[src/rtl/mp_addsub_seq_pkg.sv]
// Shared types and constants for the multi-precision add/subtract sequencer.
package mp_addsub_seq_pkg;

  typedef enum logic [1:0] {
    IDLE = 2'd0,
    RUN  = 2'd1,
    DONE = 2'd2
  } state_t;

  localparam logic OP_ADD = 1'b1;
  localparam logic OP_SUB = 1'b0;

  // Carry seeded into word 0: caller's cin for add, +1 of the two's complement for subtract.
  function automatic logic first_carry(input logic op, input logic cin);
    return (op == OP_SUB) ? 1'b1 : cin;
  endfunction

endpackage

[src/rtl/mp_addsub_seq_addsub_word.sv]
// One WIDTH-bit ripple-carry adder-subtractor word; b is inverted when op selects subtract.
module addsub_word
  import mp_addsub_seq_pkg::*;
#(
  parameter int unsigned WIDTH = 8
) (
  input  logic [WIDTH-1:0] a,
  input  logic [WIDTH-1:0] b,
  input  logic             op,
  input  logic             cin,
  output logic [WIDTH-1:0] sum,
  output logic             cout
);

  logic [WIDTH:0]   c;
  logic [WIDTH-1:0] bx;

  assign bx   = b ^ {WIDTH{~op}};
  assign c[0] = cin;

  // Full-adder cell chain, LSB to MSB.
  for (genvar i = 0; i < WIDTH; i++) begin : g_fa
    assign sum[i]   = a[i] ^ bx[i] ^ c[i];
    assign c[i + 1] = (a[i] & bx[i]) | (c[i] & (a[i] ^ bx[i]));
  end

  assign cout = c[WIDTH];

endmodule

[src/rtl/mp_addsub_seq.sv]
// Word-serial multi-precision add/subtract: one WIDTH-bit word per cycle, LSW first,
// with the inter-word carry held in c_reg.
module mp_addsub_seq
  import mp_addsub_seq_pkg::*;
#(
  parameter int unsigned WIDTH = 8,
  parameter int unsigned WORDS = 4
) (
  input  logic                     clk,
  input  logic                     rst,
  input  logic                     start,
  input  logic                     op,
  input  logic [WIDTH*WORDS-1:0]   a,
  input  logic [WIDTH*WORDS-1:0]   b,
  input  logic                     cin,
  output logic                     busy,
  output logic                     done,
  output logic [WIDTH*WORDS-1:0]   sum,
  output logic                     carry
);

  localparam int unsigned N    = WIDTH * WORDS;
  localparam int unsigned IDXW = (WORDS > 1) ? $clog2(WORDS) : 1;

  state_t            state;
  logic [N-1:0]      a_r;
  logic [N-1:0]      b_r;
  logic              op_r;
  logic              c_reg;
  logic [IDXW-1:0]   idx;

  logic [WIDTH-1:0]  a_w;
  logic [WIDTH-1:0]  b_w;
  logic [WIDTH-1:0]  s_w;
  logic              c_w;
  logic              last_c;

  // Select the operand word addressed by idx.
  always_comb begin
    a_w = '0;
    b_w = '0;
    for (int k = 0; k < int'(WORDS); k++) begin
      if (idx == IDXW'(k)) begin
        a_w = a_r[k*WIDTH +: WIDTH];
        b_w = b_r[k*WIDTH +: WIDTH];
      end
    end
  end

  assign last_c = (idx == IDXW'(WORDS - 1));

  addsub_word #(
    .WIDTH (WIDTH)
  ) u_word (
    .a    (a_w),
    .b    (b_w),
    .op   (op_r),
    .cin  (c_reg),
    .sum  (s_w),
    .cout (c_w)
  );

  // Controller, operand latches and result register.
  always_ff @(posedge clk or posedge rst) begin
    if (rst) begin
      state <= IDLE;
      a_r   <= '0;
      b_r   <= '0;
      op_r  <= OP_SUB;
      c_reg <= 1'b0;
      idx   <= '0;
      sum   <= '0;
      carry <= 1'b0;
      busy  <= 1'b0;
      done  <= 1'b0;
    end else begin
      case (state)
        IDLE: begin
          done <= 1'b0;
          if (start) begin
            a_r   <= a;
            b_r   <= b;
            op_r  <= op;
            idx   <= '0;
            c_reg <= first_carry(op, cin);
            busy  <= 1'b1;
            state <= RUN;
          end
        end
        RUN: begin
          for (int k = 0; k < int'(WORDS); k++) begin
            if (idx == IDXW'(k)) begin
              sum[k*WIDTH +: WIDTH] <= s_w;
            end
          end
          c_reg <= c_w;
          idx   <= idx + IDXW'(1);
          if (last_c) begin
            carry <= c_w;
            done  <= 1'b1;
            state <= DONE;
          end
        end
        DONE: begin
          done  <= 1'b0;
          busy  <= 1'b0;
          state <= IDLE;
        end
        default: begin
          done  <= 1'b0;
          busy  <= 1'b0;
          state <= IDLE;
        end
      endcase
    end
  end

endmodule

[config.mk]
export PLATFORM = sky130hd
export DESIGN_NAME = mp_addsub_seq
export DESIGN_NICKNAME = d
export VERILOG_FILES = /design/src/rtl/mp_addsub_seq_pkg.sv /design/src/rtl/mp_addsub_seq_addsub_word.sv /design/src/rtl/mp_addsub_seq.sv
export SDC_FILE = /design/constraint.sdc
export NUM_CORES = 1
export LEC_CHECK = 0
export CAP_MARGIN = 5
export CORE_UTILIZATION = 54
export CTS_CLUSTER_SIZE = 10
export DETAILED_ROUTE_END_ITERATION = 8
export GPL_ROUTABILITY_DRIVEN = 0
export GPL_TIMING_DRIVEN = 0
export PLACE_DENSITY = 0.92
export SLEW_MARGIN = 20
export SYNTH_ARGS = -nofsm -noshare
export SYNTH_HDL_FRONTEND = slang
export SYNTH_SLANG_ARGS = --single-unit
[constraint.sdc]
create_clock -name clk -period 10.06 [get_ports clk]
set_input_delay 2.012 -clock clk [delete_from_list [all_inputs] [get_ports clk]]
set_output_delay 2.012 -clock clk [all_outputs]
set_load 0.02 [all_outputs]
==> results.toml <==
[detailed_routing]
routedWlPerCell_um = 17.8
drt-total-wl_mm = 10.5
dr.pass1.iters = 4
drt_iter0_markers = 161
postRouteAntennaNets = 0
route.detailed.drc = 0
viasPerCell = 5.57
via_count = 3292

[pwr]
power_switching_w = 0.00100
p_int_w = 0.00136
power_density_nw_per_um2 = 392
seqPwrFrac_pct = 32.5
p_leak_nw = 2.56
ir_drop_mv = 0.219
clkPwrFrac_pct = 9.8
switching_share_pct = 42.5
pwr-share-comb_pct = 57.7

[run_status]
status = "complete, no violations"

[worst_setup_path]
ff2ff_setup_slack_ps = 4730
worstReg2RegStart = "idx[1]"
crit_path_end_kind = "flip-flop"
crit_arrival_ps = 5590
start_kind = "flip-flop"
r2r_cells = 19
crit_type = "reg -> reg"
path_max_fanout = 10
required_ps = 10320
r2r-end = "sum[31]"

[floorplanning]
num_rows = 33
initial_core_util_pct = 56.3
pin_count = 104
die_area_um2 = 8990
chipWidth_um = 94.8
core_um2 = 8260
die_h_um = 94.8

[yosys]
synthMuxAreaShare_pct = 18.2
synth_cell_types = 30
synth_edf_count = 0
synth_fa_ha_area_share_pct = 4.52
synth_top_cell_by_area = "dfrtp_1"
yosys.area_share.simple_pct = 4.33
netlist.area_leader.share_pct = 56.5
synth-async-reset-ratio_pct = 100
synthMostInstantiatedCell = "dfrtp_1"
synthFlopType = "dfrtp_1"
synth_compound_area_share_pct = 10.8
ys_seq_elements = 105
ys_seq_area_share_pct = 56.5
synth-xor-area-share_pct = 1.51
netlist_area_um2 = 4650
yosys_warnings = 0
synth_top_family_by_area = "multiplexers"
synth_nets = 448
yosys-top-cells-count = "105 x dfrtp_1, 42 x mux2_1, 33 x mux2_2, 33 x nand2_1, 31 x o21ai_0"
ys_top_cells_by_area = "dfrtp_1 57%, mux2_1 10%, mux2_2 8.0%"
syn_avg_cell_area_um2 = 12.7
synthCells = 367

[sta]
period_needed_ps = 5330
setup_viol = 0
tightest_slew_ps = 542
drv_slew = 0
fin_skew_ps = 12.3
period_share_pct = 53.0
fmax_mhz = 188
final_hold_viol_count = 0
relSlewSlack_pct = 63.8
rsz0062_at_grt = "false"
setup_tns_ps = 0

[placement]
placed_cells = 576
io_buffers = 103
place_area_um2 = 5840
hpwlAfterDp_mm = 8.24

[global_route]
grt_pass1_wl_mm = 17.0
track_usage_pct = 25.8
gr-total-overflow = 0
first_global_vias = 3381
antenna_found_initial = 0
grt_max_degree = 55

[final_layout]
num_antenna_cells = 0
drive_gt1_share_pct = 15.0
final_cells = 591
area_delta_synth_final_pct = 29.2
largestRegisters = "a_r x32, b_r x32, sum x32"
fin_area_um2 = 6010
nets = 563
utilization_pct = 72.7

[hold_path]
min_path_cells = 2
hold-path-endpoint = "sum[6]"
hold_start = "sum[6]"
min_path_type = "reg -> reg"

[clocking]
cts_htree_levels = 3
ctsResizeCount = 0
holdBufCountCts = 0
postCtsSetupBuffers = 0
cts_tree = "done"
clock-sinks = 105
ctsRootBufferMaster = "clkbuf_8"
worstSkewPairLatency_ps = 370
clockBufferDepth = 2
cts_made_buffers = 9
path_clk_slew_ps = 90

[run]
max_cap_violations = 0
-- layer usage --
metal	part of all wire, %	GRT usage, %
met2	50	42.4
met3	4.7	4.43
met5	0	0
met4	2.5	11.9
met1	42	33.3
-- stage by stage --
stage / setup WS [ps] / hold slack, ps / total power, W
after global routing: 4500 / 512 / 0.00253
final: 4730 / 493 / 0.00236
after global placement: 4050 / 463 / 0.00203
after floorplan: 5270 / 458 / 0.00163
after CTS: 4780 / 496 / 0.00236
after detailed placement: 4800 / 476 / 0.00214
-- cell families (layout without fill, tap and decap cells) --
kind of cell / Yosys count / in the layout
AOI/OAI and AO/OA: 86 / 86
xor gates and xnor gates: 8 / 8
adders and majority gates: 12 / 12
buffers and inverters: 35 / 154
DFF: 105 / 105
muxes: 75 / 75
and+or+nand+nor: 46 / 46
-- cell type report --
class                           count  area [um^2]
Tap cell                          105          131
Fill cell                         562         2250
Sequential cell                   105         2630
Clock inverter                      3         17.5
Inverter                           12         50.0
Multi-Input combinational cell    227         1830
Buffer                             23          150
Timing Repair Buffer              104         1060
Clock buffer                       12          145
-- worst max path at each step --
stage,slack (ps),from,end,depth (start not counted)
after floorplan,5270,idx[0],sum[31],20
after global placement,4050,rst,b_r[24],2
after detailed placement,4800,idx[1],sum[31],19
after CTS,4780,idx[1],sum[31],19
after global routing,4500,idx[1],sum[31],19
final,4730,idx[1],sum[31],19
-- critical path, stage by stage, from the launching register on --
cell and delay [ps]:
dfrtp_1 410, ha_1 160, buf_2 200, inv_1 110
buf_2 210, o22ai_1 280, a21oi_1 100, xor2_1 180
fa_1 380, inv_1 80, fa_1 170, inv_1 60
fa_1 400, fa_1 420, fa_1 410, fa_1 390
fa_1 390, inv_1 100, fa_1 460, mux2_1 300
-- cell usage in the layout (no fill, tap or decap) --
master             n
xor2_1             6
xnor2_1            2
a22oi_1           14
a21oi_1           18
ha_1               4
buf_2             11
nand2b_1           1
nand2_2            4
a22o_1             1
buf_6              5
clkbuf_1           4
o21ai_0           31
mux2_1            42
inv_6              1
dfrtp_1          105
clkinvlp_4         1
clkdlybuf4s50_1  103
nor2_1             2
o22ai_1            8
fa_1               8
nor3_2             1
mux2_2            33
clkbuf_8          10
inv_1             11
nand2_1           33
a221oi_1           1
clkbuf_2           1
o21a_1             6
buf_4              3
o21ai_1            6
nor3_1             2
clkinv_2           2
a21o_1             1
buf_16             1
nor2b_1            3
buf_1              1
-- power groups by stage --
stage	Clock, W	Combinational, W	Sequential [W]
detailed placement	0	0.00136	0.000776
finish	0.000230	0.00136	0.000767
floorplan	0	0.000810	0.000817
global route	0.000248	0.00149	0.000791
global placement	0	0.00127	0.000755
CTS	0.000233	0.00136	0.000766
(Power assumes the default switching activity.)
